**src/rtl/stopwatch_time_counter.sv**
```systemverilog
// Stopwatch timebase and six-digit BCD time counter (MM:SS.cc) with
// start/stop, clear and lap control; digit outputs feed 7-segment decoders.
module stopwatch_time_counter #(
  parameter int unsigned CLK_HZ  = 50_000_000,
  parameter int unsigned TICK_HZ = 100
) (
  input  logic       clk,
  input  logic       rst_n,
  input  logic       start_stop,
  input  logic       clear,
  input  logic       lap,
  output logic [3:0] min_t,
  output logic [3:0] min_o,
  output logic [3:0] sec_t,
  output logic [3:0] sec_o,
  output logic [3:0] cs_t,
  output logic [3:0] cs_o,
  output logic       running,
  output logic       frozen,
  output logic       wrap
);

  localparam int unsigned DIV = CLK_HZ / TICK_HZ;
  localparam int unsigned PW  = $clog2(DIV);
  localparam logic [PW-1:0] PRE_LAST = PW'(DIV - 1);
  // Digit order, index 0 first: cs_o, cs_t, sec_o, sec_t, min_o, min_t
  localparam logic [5:0][3:0] LIMIT = {4'd5, 4'd9, 4'd5, 4'd9, 4'd9, 4'd9};

  typedef enum logic [1:0] {IDLE, RUN, PAUSE, LAP} state_e;

  state_e           state_q, state_d;
  logic [PW-1:0]    pre_q, pre_d;
  logic [5:0][3:0]  live_q, live_d, live_inc;
  logic [5:0][3:0]  snap_q, snap_d;
  logic [5:0][3:0]  disp_q, disp_d;
  logic             run_q, run_d;
  logic             frz_q, frz_d;
  logic             wrap_q, wrap_d;
  logic             counting, tick, carry;

  always_comb begin
    state_d = state_q;
    if (clear) begin
      state_d = IDLE;
    end else if (start_stop) begin
      case (state_q)
        IDLE:    state_d = RUN;
        RUN:     state_d = PAUSE;
        LAP:     state_d = PAUSE;
        PAUSE:   state_d = RUN;
        default: state_d = IDLE;
      endcase
    end else if (lap) begin
      if (state_q == RUN)      state_d = LAP;
      else if (state_q == LAP) state_d = RUN;
    end
  end

  assign counting = (state_q == RUN) || (state_q == LAP);
  assign tick     = counting && (pre_q == PRE_LAST);

  always_comb begin
    pre_d = pre_q;
    if (clear || state_q == IDLE) pre_d = '0;
    else if (counting)            pre_d = tick ? '0 : pre_q + PW'(1);
  end

  // Ripple the tick through the digits; a carry surviving the top digit is the rollover.
  always_comb begin
    carry    = tick;
    live_inc = live_q;
    for (int unsigned i = 0; i < 6; i++) begin
      if (carry) begin
        if (live_q[i] == LIMIT[i]) begin
          live_inc[i] = '0;
        end else begin
          live_inc[i] = live_q[i] + 4'd1;
          carry       = 1'b0;
        end
      end
    end
  end

  // Display and flags are precomputed from next-state so the ports come straight off flops.
  always_comb begin
    live_d = clear ? '0 : live_inc;
    snap_d = snap_q;
    if (clear)                                     snap_d = '0;
    else if (state_q != LAP && state_d == LAP)     snap_d = live_q;
    disp_d = (state_d == LAP) ? snap_d : live_d;
    run_d  = (state_d == RUN) || (state_d == LAP);
    frz_d  = (state_d == LAP);
    wrap_d = carry && !clear;
  end

  always_ff @(posedge clk or negedge rst_n) begin
    if (!rst_n) begin
      state_q <= IDLE;
      pre_q   <= '0;
      live_q  <= '0;
      snap_q  <= '0;
      disp_q  <= '0;
      run_q   <= 1'b0;
      frz_q   <= 1'b0;
      wrap_q  <= 1'b0;
    end else begin
      state_q <= state_d;
      pre_q   <= pre_d;
      live_q  <= live_d;
      snap_q  <= snap_d;
      disp_q  <= disp_d;
      run_q   <= run_d;
      frz_q   <= frz_d;
      wrap_q  <= wrap_d;
    end
  end

  assign cs_o    = disp_q[0];
  assign cs_t    = disp_q[1];
  assign sec_o   = disp_q[2];
  assign sec_t   = disp_q[3];
  assign min_o   = disp_q[4];
  assign min_t   = disp_q[5];
  assign running = run_q;
  assign frozen  = frz_q;
  assign wrap    = wrap_q;

endmodule

```
**config.mk**
```make
export PLATFORM = sky130hd
export DESIGN_NAME = stopwatch_time_counter
export DESIGN_NICKNAME = d
export VERILOG_FILES = /design/src/rtl/stopwatch_time_counter.sv
export SDC_FILE = /design/constraint.sdc
export NUM_CORES = 1
export LEC_CHECK = 0
export CORE_MARGIN = 10
export CORE_UTILIZATION = 40
export CTS_BUF_LIST = sky130_fd_sc_hd__clkbuf_4 sky130_fd_sc_hd__clkbuf_8 sky130_fd_sc_hd__clkbuf_16
export CTS_CLUSTER_DIAMETER = 200
export DETAILED_ROUTE_END_ITERATION = 8
export GPL_TIMING_DRIVEN = 0
export SLEW_MARGIN = 30
export SYNTH_ARGS = -nofsm -noshare
export SYNTH_HDL_FRONTEND = slang
export SYNTH_SLANG_ARGS = --single-unit
export TNS_END_PERCENT = 20
```
**constraint.sdc**
```tcl
create_clock -name clk -period 6.2 [get_ports clk]
set_input_delay 0.93 -clock clk [delete_from_list [all_inputs] [get_ports clk]]
set_output_delay 0.93 -clock clk [all_outputs]
set_load 0.02 [all_outputs]
```
==> Word-level counts from Yosys, hierarchy flattened <==
Index checks and enable logic that the tools add are counted.
Widths: inputs -> output; s select.
{ "word_totals": {"ff_bits": 96, "input_bits": 5, "out_inout_bits": 27, "word_cells": 91} }
{ "op_classes": {"add_sub_neg": 7, "n_eq_ne": 13, "muxes": 37, "reduce_logical": 11} }
{ "op_table": {"columns": ["operator", "count"], "rows": [
  ["$mux 24", 4],
  ["$mux 19", 3],
  ["$mux 4", 12],
  ["$add 4x1->4 const B", 6],
  ["$add 19x1->19 const B", 1],
  ["$eq 19x19->1 const B", 1],
  ["$eq 4x4->1 const B", 4],
  ["$mux 1", 12],
  ["$mux 2", 5],
  ["$eq 4x3->1 const B", 2],
  ["$eq 2x2->1 const B", 3],
  ["$eq 2x1->1 const B", 2],
  ["$pmux 2 s2", 1],
  ["$reduce_or 2->1", 2],
  ["$logic_and 1x1->1", 3],
  ["$logic_or 1x1->1", 3],
  ["$logic_not 2->1", 1],
  ["$ne 2x2->1 const B", 1],
  ["$reduce_bool 2->1", 1],
  ["$logic_not 1->1", 1]
]} }

==> Depth between registers and ports, before layout <==
{ "depth": {"ltp_word": 11, "ltp_mapped": 9, "depth_no_buf": 8} }

==> Least setup slack after synthesis <==
No wires, ideal clock.
{ "synth_timing": {"path_kind": "input to register", "startpoint": "in lap", "endpoint": "reg disp_q, in the netlist min_t[0]", "setup_ns": 0.144, "arrival_time_ns": 2.190, "required_ns": 6.056, "slack_ns": 3.865, "path_stages": 7, "path_buffers": 3, "cell_sequence": "or3b_4 -> and4_1 -> buf_2 -> buf_6 -> buf_6 -> a32oi_1 -> o221ai_1"} }
{ "synth_lines": {"columns": ["element", "line", "source"], "rows": [
  ["start, declared", "11", "input logic lap,"],
  ["end signal, assigned", "111", "disp_q <= disp_d;"],
  ["end, declared", "35", "logic [5:0][3:0] disp_q, disp_d;"]
]} }

==> impl_metrics.py <==
metrics = {
    "status": {
        "status": "completed",
    },
    "logic_synthesis": {
        "synth_edf_count": 0,
        "synth_top_area_cell": "dfrtp_1",
        "ys_top_cells_by_area": "dfrtp_1 (47%), nand2_1 (4.9%), nor2_1 (4.1%), mux2i_1 (3.2%), xor2_1 (3.1%)",
        "ys_async_sr_fraction": 1.00,
        "yosys-top-cells-count": "dfrtp_1 (95), nand2_1 (66), nor2_1 (55)",
        "yosys.cell_types.count": 68,
        "synth_most_common_cell": "dfrtp_1",
        "synth_ff_type": "dfrtp_1",
        "syn_inst": 508,
        "ys_warn_count": 0,
        "synth_top_area_share": 0.471,
        "synth.avg_cell_area_sq_um": 9.94,
        "synth_seq_cells": 95,
        "syn-cell-area_sq_um": 5050,
        "syn-num-nets": 518,
        "seq_area_frac_synth": 0.471,
    },
    "floorplanning": {
        "die_area_sq_um": 17500,
        "core_area_sq_um": 12200,
        "io_pins": 32,
        "die_y_um": 132,
        "die_x_um": 132,
        "num_rows": 40,
        "initial_core_util": 0.415,
    },
    "grt": {
        "grt_pass1_wl_mm": 20.9,
        "antenna_found_initial": 0,
        "grt-ovfl-total": 0,
        "first_global_vias": 3894,
        "grt_max_degree": 69,
        "grt_usage": 0.149,
    },
    "cts": {
        "cts_root_buffer": "clkbuf_16",
        "clk_pin_slew_ns": 0.06,
        "cts_buffers": 9,
        "post_cts_buffers": 0,
        "cts_max_path_buffers": 2,
        "cts_tree": "built",
        "h-tree-depth": 3,
        "hold_buffers": 0,
        "worstSkewPairLatency_ns": 0.36,
        "cts.sinks": 95,
        "cts.repair.resized": 0,
    },
    "sta": {
        "tns_ns": 0,
        "rsz0062_at_grt": "no",
        "fin_skew_ns": 0.00876,
        "final-hold-violation-count": 0,
        "setup_viol": 0,
        "whs_ns": 0.433,
        "slew_headroom": 0.542,
        "post-route-min-period_ns": 2.71,
        "fin_crit_sh": 0.436,
        "fmax_mhz": 370,
        "timing.final.max_slew_violations": 0,
        "worst_slew_pin_slew_ns": 0.688,
    },
    "cells_and_area": {
        "finalCoreUtilization": 0.485,
        "finish.net_count": 561,
        "num_antenna_cells": 0,
        "drive_gt1_frac": 0.132,
        "syn_to_final_growth_pct": 16.9,
        "fin_cells": 723,
    },
    "drt": {
        "final_antenna_net_count": 0,
        "vias": 3958,
        "post-route-drc-count": 0,
        "drt-pass1-iter-count": 4,
        "vias_per_cell": 5.47,
        "wirelength_mm": 12.7,
        "wire_per_inst_um": 17.6,
        "drtIter0Drc": 303,
    },
    "power": {
        "leakage_uw": 0.00246,
        "ir_worst_vdd_mv": 0.132,
        "power.density_nw_per_um2": 219,
    },
    "worst_setup_path": {
        "critPathMaxStageDelay_ns": 0.51,
        "crit_chain": "clkdlybuf4s50_1 -> mux2_2 -> and4_1 -> buf_2 -> buf_6 -> buf_6 -> a32oi_1 -> o221ai_1",
        "rr_endpoint": "min_t[0]$_DFF_PN0_",
        "r2r-start": "running$_DFF_PN0_",
        "required_ns": 6.41,
        "arrival_ns": 2.92,
        "path_class": "in2reg",
        "start_kind": "primary input",
        "r2r_slack_ns": 3.85,
        "crit_path_end_kind": "flip-flop",
        "rr_worst_depth": 8,
        "worst-path-max-fanout": 10,
        "crit_slowest_cell": "clkdlybuf4s50_1",
        "cp_common_cell": "buf_6",
    },
    "place": {
        "place_congestion": 0.894,
        "dp_cells": 708,
        "portBuffers": 31,
        "dp_hpwl_mm": 9.10,
    },
    "run": {
        "drv_cap": 0,
    },
    "hold_path": {
        "hold_class": "in2async",
    },
}
[cells by family (layout without fill, tap and decap cells)]
| group | after synthesis | after routing | share of synthesized area |
|---|---|---|---|
| AOI/OAI and AO/OA | 87 | 87 | 0.117 |
| DFF | 95 | 95 | 0.471 |
| and+or+nand+nor | 228 | 228 | 0.258 |
| xor gates and xnor gates | 28 | 28 | 0.0486 |
| muxes | 19 | 19 | 0.0384 |
| buffers and inverters | 46 | 93 | 0.0548 |
| adders and majority gates | 5 | 5 | 0.0124 |
[where the power goes]
part / internal, uW / switching [uW]
combinational: 29.2 / 64.9
sequential: 624 / 3.36
clock: 336 / 232
[layout by cell type (no fill, tap or decap), types with 7 or more instances in the layout]
| master | count |
|---|---|
| a21oi_1 | 29 |
| and2_1 | 7 |
| and4_1 | 7 |
| buf_2 | 11 |
| clkbuf_16 | 9 |
| clkdlybuf4s50_1 | 30 |
| dfrtp_1 | 95 |
| inv_1 | 14 |
| mux2i_1 | 16 |
| nand2_1 | 66 |
| nand3_1 | 20 |
| nand4_1 | 18 |
| nor2_1 | 55 |
| o21ai_0 | 11 |
| o2bb2ai_1 | 8 |
| xnor2_1 | 10 |
| xor2_1 | 18 |
[per-layer routing]
layer	vias up	share of wire	GRT usage
li1	1897	-	-
met1	1959	0.43	0.177
met2	80	0.49	0.248
met3	22	0.051	0.0434
met4	0	0.025	0.0575
met5	-	0	0
[cell type report]
type	instances	area, sq um
multi-input combinational	367	2390
clock inverter	3	42.5
timing repair buffer	32	339
clock buffer	12	260
inverter	15	56.3
buffer	31	220
tap	168	210
fill	1159	6260
sequential	95	2380
[critical path: cells and delay by family]
| kind | cells | cell delay, ns |
|---|---|---|
| buf+inv | 4 | 1.04 |
| mux | 1 | 0.40 |
| simple gates | 1 | 0.21 |
| compound gates | 2 | 0.34 |
[state kept, by name, indices dropped and copies added, names as in the netlist]
| name | count |
|---|---|
| sec_o | 4 |
| min_t | 4 |
| running | 1 |
| cs_t | 4 |
| frozen | 1 |
| snap_q | 24 |
| wrap | 1 |
| state_q | 1 |
| pre_q | 19 |
| sec_t | 4 |
| live_q | 24 |
| min_o | 4 |
| cs_o | 4 |
[stage by stage]
step	worst slack, ns	total power [uW]	instance area [sq um]
floorplan	3.87	690	5050
global placement	0.627	731	5570
detailed placement	3.13	735	5600
CTS	3.50	1300	5900
global route	3.31	1340	5900
finish	3.49	1290	5900
[worst max path at each step]
stage | start | endpoint | slack, ns
2_1_floorplan | lap | min_t[0]$_DFF_PN0_ | 3.87
3_3_place_gp | rst_n | pre_q[0]$_DFFE_PN0P_ | 0.63
3_5_place_dp | lap | min_t[0]$_DFF_PN0_ | 3.13
4_1_cts | lap | min_t[0]$_DFF_PN0_ | 3.50
5_1_grt | clear | pre_q[6]$_DFFE_PN0P_ | 3.31
6_report | lap | min_t[0]$_DFF_PN0_ | 3.49
Note: power is estimated with default switching activity, not from simulation.
